[config.mk]
export PLATFORM = sky130hd
export DESIGN_NAME = i2d_mau_wb
export DESIGN_NICKNAME = d
export VERILOG_FILES = /design/src/rtl/i2d_mau_wb.sv
export SDC_FILE = /design/constraint.sdc
export NUM_CORES = 1
export LEC_CHECK = 0
export CAP_MARGIN = 15
export CORE_AREA = 4 4 121 123
export CTS_BUF_LIST = sky130_fd_sc_hd__clkbuf_8
export DETAILED_ROUTE_END_ITERATION = 10
export DIE_AREA = 0 0 125 127
export PLACE_DENSITY = 0.77
export SLEW_MARGIN = 20
export SYNTH_ARGS = -nofsm -noshare
export SYNTH_HDL_FRONTEND = slang
export SYNTH_SLANG_ARGS = --single-unit
export TNS_END_PERCENT = 50
[constraint.sdc]
create_clock -name clk -period 1.8 [get_ports clk]
set_clock_uncertainty 0.05 [all_clocks]
set_input_delay 0.27 -clock clk [delete_from_list [all_inputs] [get_ports clk]]
set_output_delay 0.27 -clock clk [all_outputs]
set_load 0.01 [all_outputs]
[src/rtl/i2d_mau_wb.sv]
// i2d_mau_wb: data-side memory access unit running one Wishbone classic single-beat cycle per request.
// Optional bus watchdog is enabled by defining I2D_MAU_TIMEOUT_EN.
module i2d_mau_wb #(
  parameter int AW          = 32,
  parameter int DW          = 32,
  parameter int RETRY_MAX   = 3,
  parameter int RETRY_GAP   = 2,
  parameter int TIMEOUT_CYC = 255
) (
  input  logic            clk,
  input  logic            rst,
  input  logic            mau_dis,
  input  logic            mau_flush,
  input  logic [1:0]      mau_op,
  input  logic [1:0]      mau_size,
  input  logic            mau_sign,
  input  logic [AW-1:0]   mau_addr,
  input  logic [DW-1:0]   datain,
  output logic [DW-1:0]   data_out,
  output logic            busy,
  output logic            done,
  output logic            mau_err,
  output logic [AW-1:0]   adr_o,
  input  logic [DW-1:0]   dat_i,
  output logic [DW-1:0]   dat_o,
  input  logic            ack_i,
  input  logic            err_i,
  input  logic            try_i,
  output logic            cyc_o,
  output logic            stb_o,
  output logic [DW/8-1:0] sel_o,
  output logic            we_o
);

  localparam int SW = DW / 8;
  localparam int LB = $clog2(SW);
  localparam int RW = $clog2(RETRY_MAX + 2);
  localparam int GW = $clog2(RETRY_GAP + 1);

  if (!(DW == 32 || DW == 64) || RETRY_GAP < 1 || TIMEOUT_CYC < 1) begin : g_bad_param
    $error("i2d_mau_wb: unsupported parameter set");
  end

  typedef enum logic [1:0] {S_IDLE, S_BUS, S_WAIT, S_DONE} state_t;

  state_t          state, state_nxt;
  logic            req_ok, misalign;
  logic            go_bus, go_err, retry_inc, load_cap, bus_timeout;
  logic [RW-1:0]   retry_cnt;
  logic [GW-1:0]   gap_cnt;
  logic [LB-1:0]   lo_q;
  logic [1:0]      size_q;
  logic            sign_q;
  logic [SW-1:0]   size_mask, sel_nxt;
  logic [DW-1:0]   wdata, shifted, load_val;

  assign req_ok = (mau_op == 2'b01 || mau_op == 2'b10) && !mau_dis && !mau_flush;

  always_comb begin
    misalign = 1'b0;
    case (mau_size)
      2'b00:   misalign = 1'b0;
      2'b01:   misalign = mau_addr[0];
      2'b10:   misalign = |mau_addr[1:0];
      default: misalign = (DW == 32) ? 1'b1 : |mau_addr[LB-1:0];
    endcase
  end

  always_comb begin
    size_mask = '1;
    wdata     = datain;
    case (mau_size)
      2'b00: begin
        size_mask = SW'(1);
        wdata     = {SW{datain[7:0]}};
      end
      2'b01: begin
        size_mask = SW'(3);
        wdata     = {(DW/16){datain[15:0]}};
      end
      2'b10: begin
        size_mask = SW'(15);
        wdata     = {(DW/32){datain[31:0]}};
      end
      default: begin
        size_mask = '1;
        wdata     = datain;
      end
    endcase
  end

  assign sel_nxt = size_mask << mau_addr[LB-1:0];

  // Bring the addressed lanes down to bit 0, then truncate and extend to the access size.
  assign shifted = dat_i >> {lo_q, 3'b000};

  always_comb begin
    load_val = shifted;
    case (size_q)
      2'b00:   load_val = sign_q ? DW'($signed(shifted[7:0]))  : DW'(shifted[7:0]);
      2'b01:   load_val = sign_q ? DW'($signed(shifted[15:0])) : DW'(shifted[15:0]);
      2'b10:   load_val = sign_q ? DW'($signed(shifted[31:0])) : DW'(shifted[31:0]);
      default: load_val = shifted;
    endcase
  end

  always_ff @(posedge clk or negedge rst) begin
    if (!rst) state <= S_IDLE;
    else      state <= state_nxt;
  end

  // Flush is tested before any bus termination so it always wins.
  always_comb begin
    state_nxt = state;
    go_bus    = 1'b0;
    go_err    = 1'b0;
    retry_inc = 1'b0;
    load_cap  = 1'b0;
    case (state)
      S_IDLE: begin
        if (req_ok) begin
          if (misalign) begin
            state_nxt = S_DONE;
            go_err    = 1'b1;
          end else begin
            state_nxt = S_BUS;
            go_bus    = 1'b1;
          end
        end
      end
      S_BUS: begin
        if (mau_flush) begin
          state_nxt = S_IDLE;
        end else if (err_i) begin
          state_nxt = S_DONE;
          go_err    = 1'b1;
        end else if (try_i) begin
          if (retry_cnt < RW'(RETRY_MAX)) begin
            state_nxt = S_WAIT;
            retry_inc = 1'b1;
          end else begin
            state_nxt = S_DONE;
            go_err    = 1'b1;
          end
        end else if (ack_i) begin
          state_nxt = S_DONE;
          load_cap  = !we_o;
        end else if (bus_timeout) begin
          state_nxt = S_DONE;
          go_err    = 1'b1;
        end
      end
      S_WAIT: begin
        if (mau_flush)                          state_nxt = S_IDLE;
        else if (gap_cnt == GW'(RETRY_GAP - 1)) state_nxt = S_BUS;
      end
      S_DONE:  state_nxt = S_IDLE;
      default: state_nxt = S_IDLE;
    endcase
  end

  always_ff @(posedge clk or negedge rst) begin
    if (!rst) begin
      retry_cnt <= '0;
      gap_cnt   <= '0;
      mau_err   <= 1'b0;
      data_out  <= '0;
    end else begin
      if (retry_inc)                retry_cnt <= retry_cnt + RW'(1);
      else if (state_nxt == S_IDLE) retry_cnt <= '0;
      gap_cnt <= (state == S_WAIT && state_nxt == S_WAIT) ? gap_cnt + GW'(1) : '0;
      mau_err <= go_err;
      if (load_cap) data_out <= load_val;
    end
  end

  // Request fields are captured once at accept and replayed unchanged on every reissue.
  always_ff @(posedge clk or negedge rst) begin
    if (!rst) begin
      adr_o  <= '0;
      sel_o  <= '0;
      we_o   <= 1'b0;
      dat_o  <= '0;
      lo_q   <= '0;
      size_q <= 2'b00;
      sign_q <= 1'b0;
    end else if (go_bus) begin
      adr_o  <= {mau_addr[AW-1:LB], {LB{1'b0}}};
      sel_o  <= sel_nxt;
      we_o   <= (mau_op == 2'b10);
      dat_o  <= wdata;
      lo_q   <= mau_addr[LB-1:0];
      size_q <= mau_size;
      sign_q <= mau_sign;
    end
  end

`ifdef I2D_MAU_TIMEOUT_EN
  localparam int TW = $clog2(TIMEOUT_CYC + 1);
  logic [TW-1:0] tmo_cnt;

  always_ff @(posedge clk or negedge rst) begin
    if (!rst) tmo_cnt <= '0;
    else      tmo_cnt <= (state == S_BUS && state_nxt == S_BUS) ? tmo_cnt + TW'(1) : '0;
  end

  assign bus_timeout = (tmo_cnt == TW'(TIMEOUT_CYC - 1));
`else
  assign bus_timeout = 1'b0;
`endif

  assign cyc_o = (state == S_BUS);
  assign stb_o = cyc_o;
  assign busy  = (state == S_BUS) || (state == S_WAIT);
  assign done  = (state == S_DONE);

endmodule

# After elaboration in Yosys (flattened, before gate mapping)
# Index checks and enable logic that the tools add are counted.
# classes
reduce_logical,14
n_mux,39
div_mod_pow,0
magnitude_cmp,1
addsub,2
n_mul,0
bitwise,0
n_shift,2
n_eq_ne,10
# ops
op,count
case mux 32 bit (2 select lines),2
2-to-1 mux 32 bit,2
>> shifter 32 x 5 -> 32 bit,1
2-to-1 mux 1 bit,20
2-to-1 mux 2 bit,9
"== test 2 x 1 -> 1 bit, second input constant",5
"== test 2 bit, second input constant",5
logical NOT 2 bit,4
case mux 2 bit (4 select lines),1
case mux 4 bit (2 select lines),1
2-to-1 mux 3 bit,2
left shift 4 x 2 -> 4 bit,1
"adder 3 x 1 -> 3 bit, second input constant",1
logical AND 1 bit,3
logical NOT 1 bit,3
"less-than comparator 3 x 2 -> 1 bit, second input constant",1
case mux 1 bit (3 select lines),1
"adder 2 x 1 -> 2 bit, second input constant",1
logical OR 1 bit,2
case mux 1 bit (2 select lines),1
nonzero test 2 bit,1
OR reduction 2 bit,1
# totals
inputBits,108
latch_bits,0
memories,0
output_inout_bits,106
wordCells,80
rom_bits,0
reg_bits,112
ram_bits,0

# Logic depth before layout (Yosys ltp)
# logic_depth
ltp_word,9
ltp_mapped,9
depth_no_buf,7

# Worst setup path after synthesis
# No wires, ideal clock.
# synth_timing
kind,register -> register
startpoint,register state[0]
endpoint,register dat_o[29]
t_arrival_ps,1658
t_required_ps,1615
setup_slack_ps,-43
setup_ps,135
path_stages_with_launch,9
synth_period_minus_slack_ps,1843
path_buffers,2
path_cell_list,dfrtp_1 inv_1 ha_1 nor4b_4 o21ai_2 buf_6 buf_2 nand2_1 o21ai_0
# synth_via
elab_chain_len,2
# synth_lines
element,line_no,rtl
start: declaration,46,"state_t state, state_nxt;"
start signal: assignment,109,else state <= state_nxt;
logical NOT 2 bit,119,case (state)
2-to-1 mux 1 bit,119,
end signal: assignment,191,dat_o <= wdata;
end: declaration,25,"output logic [DW-1:0] dat_o,"
# Every way passes these cells.
# A chain may end at the register's enable or synchronous reset.

# Worst setup path after layout
# layout_timing
startpoint,register state[1]
endpoint,register adr_o[14]
# layout_via
elab_chain_len,2
# layout_lines
element,line_no,rtl
logical NOT 2 bit,119,
2-to-1 mux 1 bit,119,
end signal: assignment,188,"adr_o <= {mau_addr[AW-1:LB], {LB{1'b0}}};"
end: declaration,23,"output logic [AW-1:0] adr_o,"
# Every way passes these cells.

==> out/metrics.cfg <==
[outcome]
status=complete, no violations

[sta]
relSlewSlack_pct=62.2
finalHoldViolations=0
slew_viol_final=0
min_period_over_period_pct=99.4
rsz0062_at_grt=true
setup_viol=0
fin_ws_ns=0.00995
fmax_ghz=0.559
tightestPinTransition_ns=0.566
post-route-min-period_ns=1.79

[yosys]
ys_seq_area_share_pct=52.3
netlist_area_um2=5360
ys_ff_latch=112
yosys.area.top_type=dfrtp_1
avgSynthCellArea_um2=10.8
syn_inst=498
synth_cell_type_count=45
synth_area_leaders=dfrtp_1, mux2_2, mux2i_1
synth_top_area_share_pct=52.3
ys.warnings.count=0

[clocking]
clock_latency_ns=0.37
numCtsBuffers=9
clockRootBuffer=clkbuf_8
clockBufferDepth=2
cts_tree=built
numClockSinks=112
path_clk_slew_ns=0.10
ctsHtreeMaxLevel=3

[setup_path]
rr_startpoint=state[1]
end_kind=flop
slowest_stage=dfrtp_1
r2r_slack_ns=0.01
reg2reg_to=adr_o[14]
cp.arrival_ns=2.00
critPathMaxStageDelay_ns=0.43
crit_type=reg -> reg
r2r_cells=6
start_kind=flop
crit_buf_inv=2
cp_top_family=flip-flops
cp_cell_sequence=inv_2 -> ha_4 -> nor4b_4 -> o21ai_4 -> buf_12 -> mux2_2
cp.required_ns=2.01
critPathMaxFanout=36

[route]
viasPerCell=5.12
wl_per_cell_um=17.4
first_pass_iters=5
first_iter_violations=294
vias=4714
drc=0
wl_um=16000
ant_nets=0

[die]
coreArea_um2=13700
start_util_pct=39.2
io_pins=214
die_h_um=127
die_w_um=125
dieArea_um2=15900
rows=43

[power]
powerDensity_nw_per_um2=1400
vdd_drop_max_mv=0.777
leakage_nw=3.67

[finish]
final_layout_size_suffix_gt1_share_pct=18.8
diodes=0
nNetsFinal=853
final_common_cell=clkdlybuf4s50_1
syn_to_final_growth_pct=55.0
layout.cells.non_filler=920
finalInstanceArea_um2=8310
layout_common_cells=clkdlybuf4s50_1, dfrtp_1, nand2_1
fillers=1146

[grt]
antenna_found_initial=0
grt_use_total_pct=19.7
grt_pass1_wl_um=25400
grt_pass1_vias=4947
grt_max_degree=42
grt-ovfl-total=0

[placement]
place_congestion=0.877
post-place-ws_ns=-0.505
hpwlAfterDp_um=12000
placed_area_um2=7910
place_inst=901
numPortBuffers=211

[run]
maxCapViolCount=0

[min_path]
hold_class=in -> async

==> where the power goes <==
| part | internal (W) | switching (W) |
|---|---|---|
| Sequential | 0.00362 | 0.000731 |
| Combinational | 0.00335 | 0.00253 |
| Clock | 0.000634 | 0.000785 |
| Total | 0.00761 | 0.00404 |
==> synthesized netlist by cell type (all sizes together) <==
library cell,number
a21oi,28
nor2,22
nand3,18
nor2b,8
inv,6
nand3b,3
or2,1
o31ai,2
nand2,85
a21o,1
nand2b,2
clkbuf,11
nor4bb,1
conb,1
o21ai,39
mux2,45
or4,1
xnor2,1
nand4b,1
o311ai,8
dfrtp,112
o21a,1
mux2i,42
ha,7
nor3b,2
buf,25
o32ai,1
o211ai,5
nor3,2
and3,1
nor4b,1
a2111oi,1
o41ai,1
a31oi,1
o21ba,1
a211oi,7
and2,2
o2bb2ai,1
or4b,1
==> state kept, by name (all words and copies together) (netlist names) <==
signal	flops
retry_cnt	3
dat_o	32
size_q	2
mau_err	1
sign_q	1
sel_o	4
we_o	1
lo_q	2
gap_cnt	2
adr_o	30
state	2
data_out	32
==> timing repair <==
item / CTS / global route
endpoints found under the hold margin: 24 / 0
pin swaps: 4 / 7
setup endpoints to repair: 60 / 92
resized for setup: 22 / 26
hold buffers: 1 / 0
cloned: 1 / 1
buffers inserted: 3 / 1
==> per-layer routing <==
metal  up-vias  global-route usage [%]  wire length [um]
met5         -                       0                 0
met4         0                    6.70               291
met3        20                    6.73              1480
met2       212                    33.1              7830
met1      2267                    23.9              6410
li1       2215                       -                 -
==> cell families after synthesis <==
| group | share of synthesized area, % |
|---|---|
| simple gates | 13.0 |
| flops | 52.3 |
| compound gates | 11.1 |
| mux | 17.3 |
| buf+inv | 4.44 |
| fa+ha+maj | 1.63 |
| other cells | 0.0700 |
| xor+xnor | 0.163 |
==> per-stage QoR <==
stage	hold WS [ns]	power [W]	utilization, %	TNS [ns]
3_3_place_gp	0.168	0.00991	57.9	-36.18
2_1_floorplan	-0.0756	0.00675	-	-0.240
3_5_place_dp	0.171	0.0101	57.9	-39.54
4_1_cts	0.289	0.0116	60.0	-0.247
5_1_grt	0.316	0.0124	60.8	-0.770
6_report	0.302	0.0116	60.8	0
==> area by class of cell <==
class	count	area, um2	share of cell area (%)
Clock buffer	13	179	2.15
Inverter	6	22.5	0.271
Multi-Input combinational cell	345	2480	29.9
Sequential cell	112	2800	33.8
Tap cell	180	225	2.71
Timing Repair Buffer	264	2600	31.2
==> how the worst max path moves through the flow <==
| stage | start | end | slack [ns] | depth (start not counted) |
|---|---|---|---|---|
| global placement | mau_op[0] | adr_o[7] | -0.47 | 7 |
| CTS | state[1] | data_out[12] | -0.04 | 9 |
| finish | state[1] | adr_o[14] | 0.01 | 6 |
| global route | state[0] | gap_cnt[1] | -0.08 | 8 |
| floorplan | state[0] | dat_o[29] | -0.01 | 8 |
| detailed placement | mau_op[0] | adr_o[14] | -0.50 | 7 |
==> worst reg2reg max path, cell delays in order, from the launching register on <==
cell and delay, ns:
dfrtp_1 0.43, inv_2 0.12, ha_4 0.14, nor4b_4 0.26
o21ai_4 0.14, buf_12 0.20, mux2_2 0.33
Note: power is estimated with default switching activity, not from simulation.
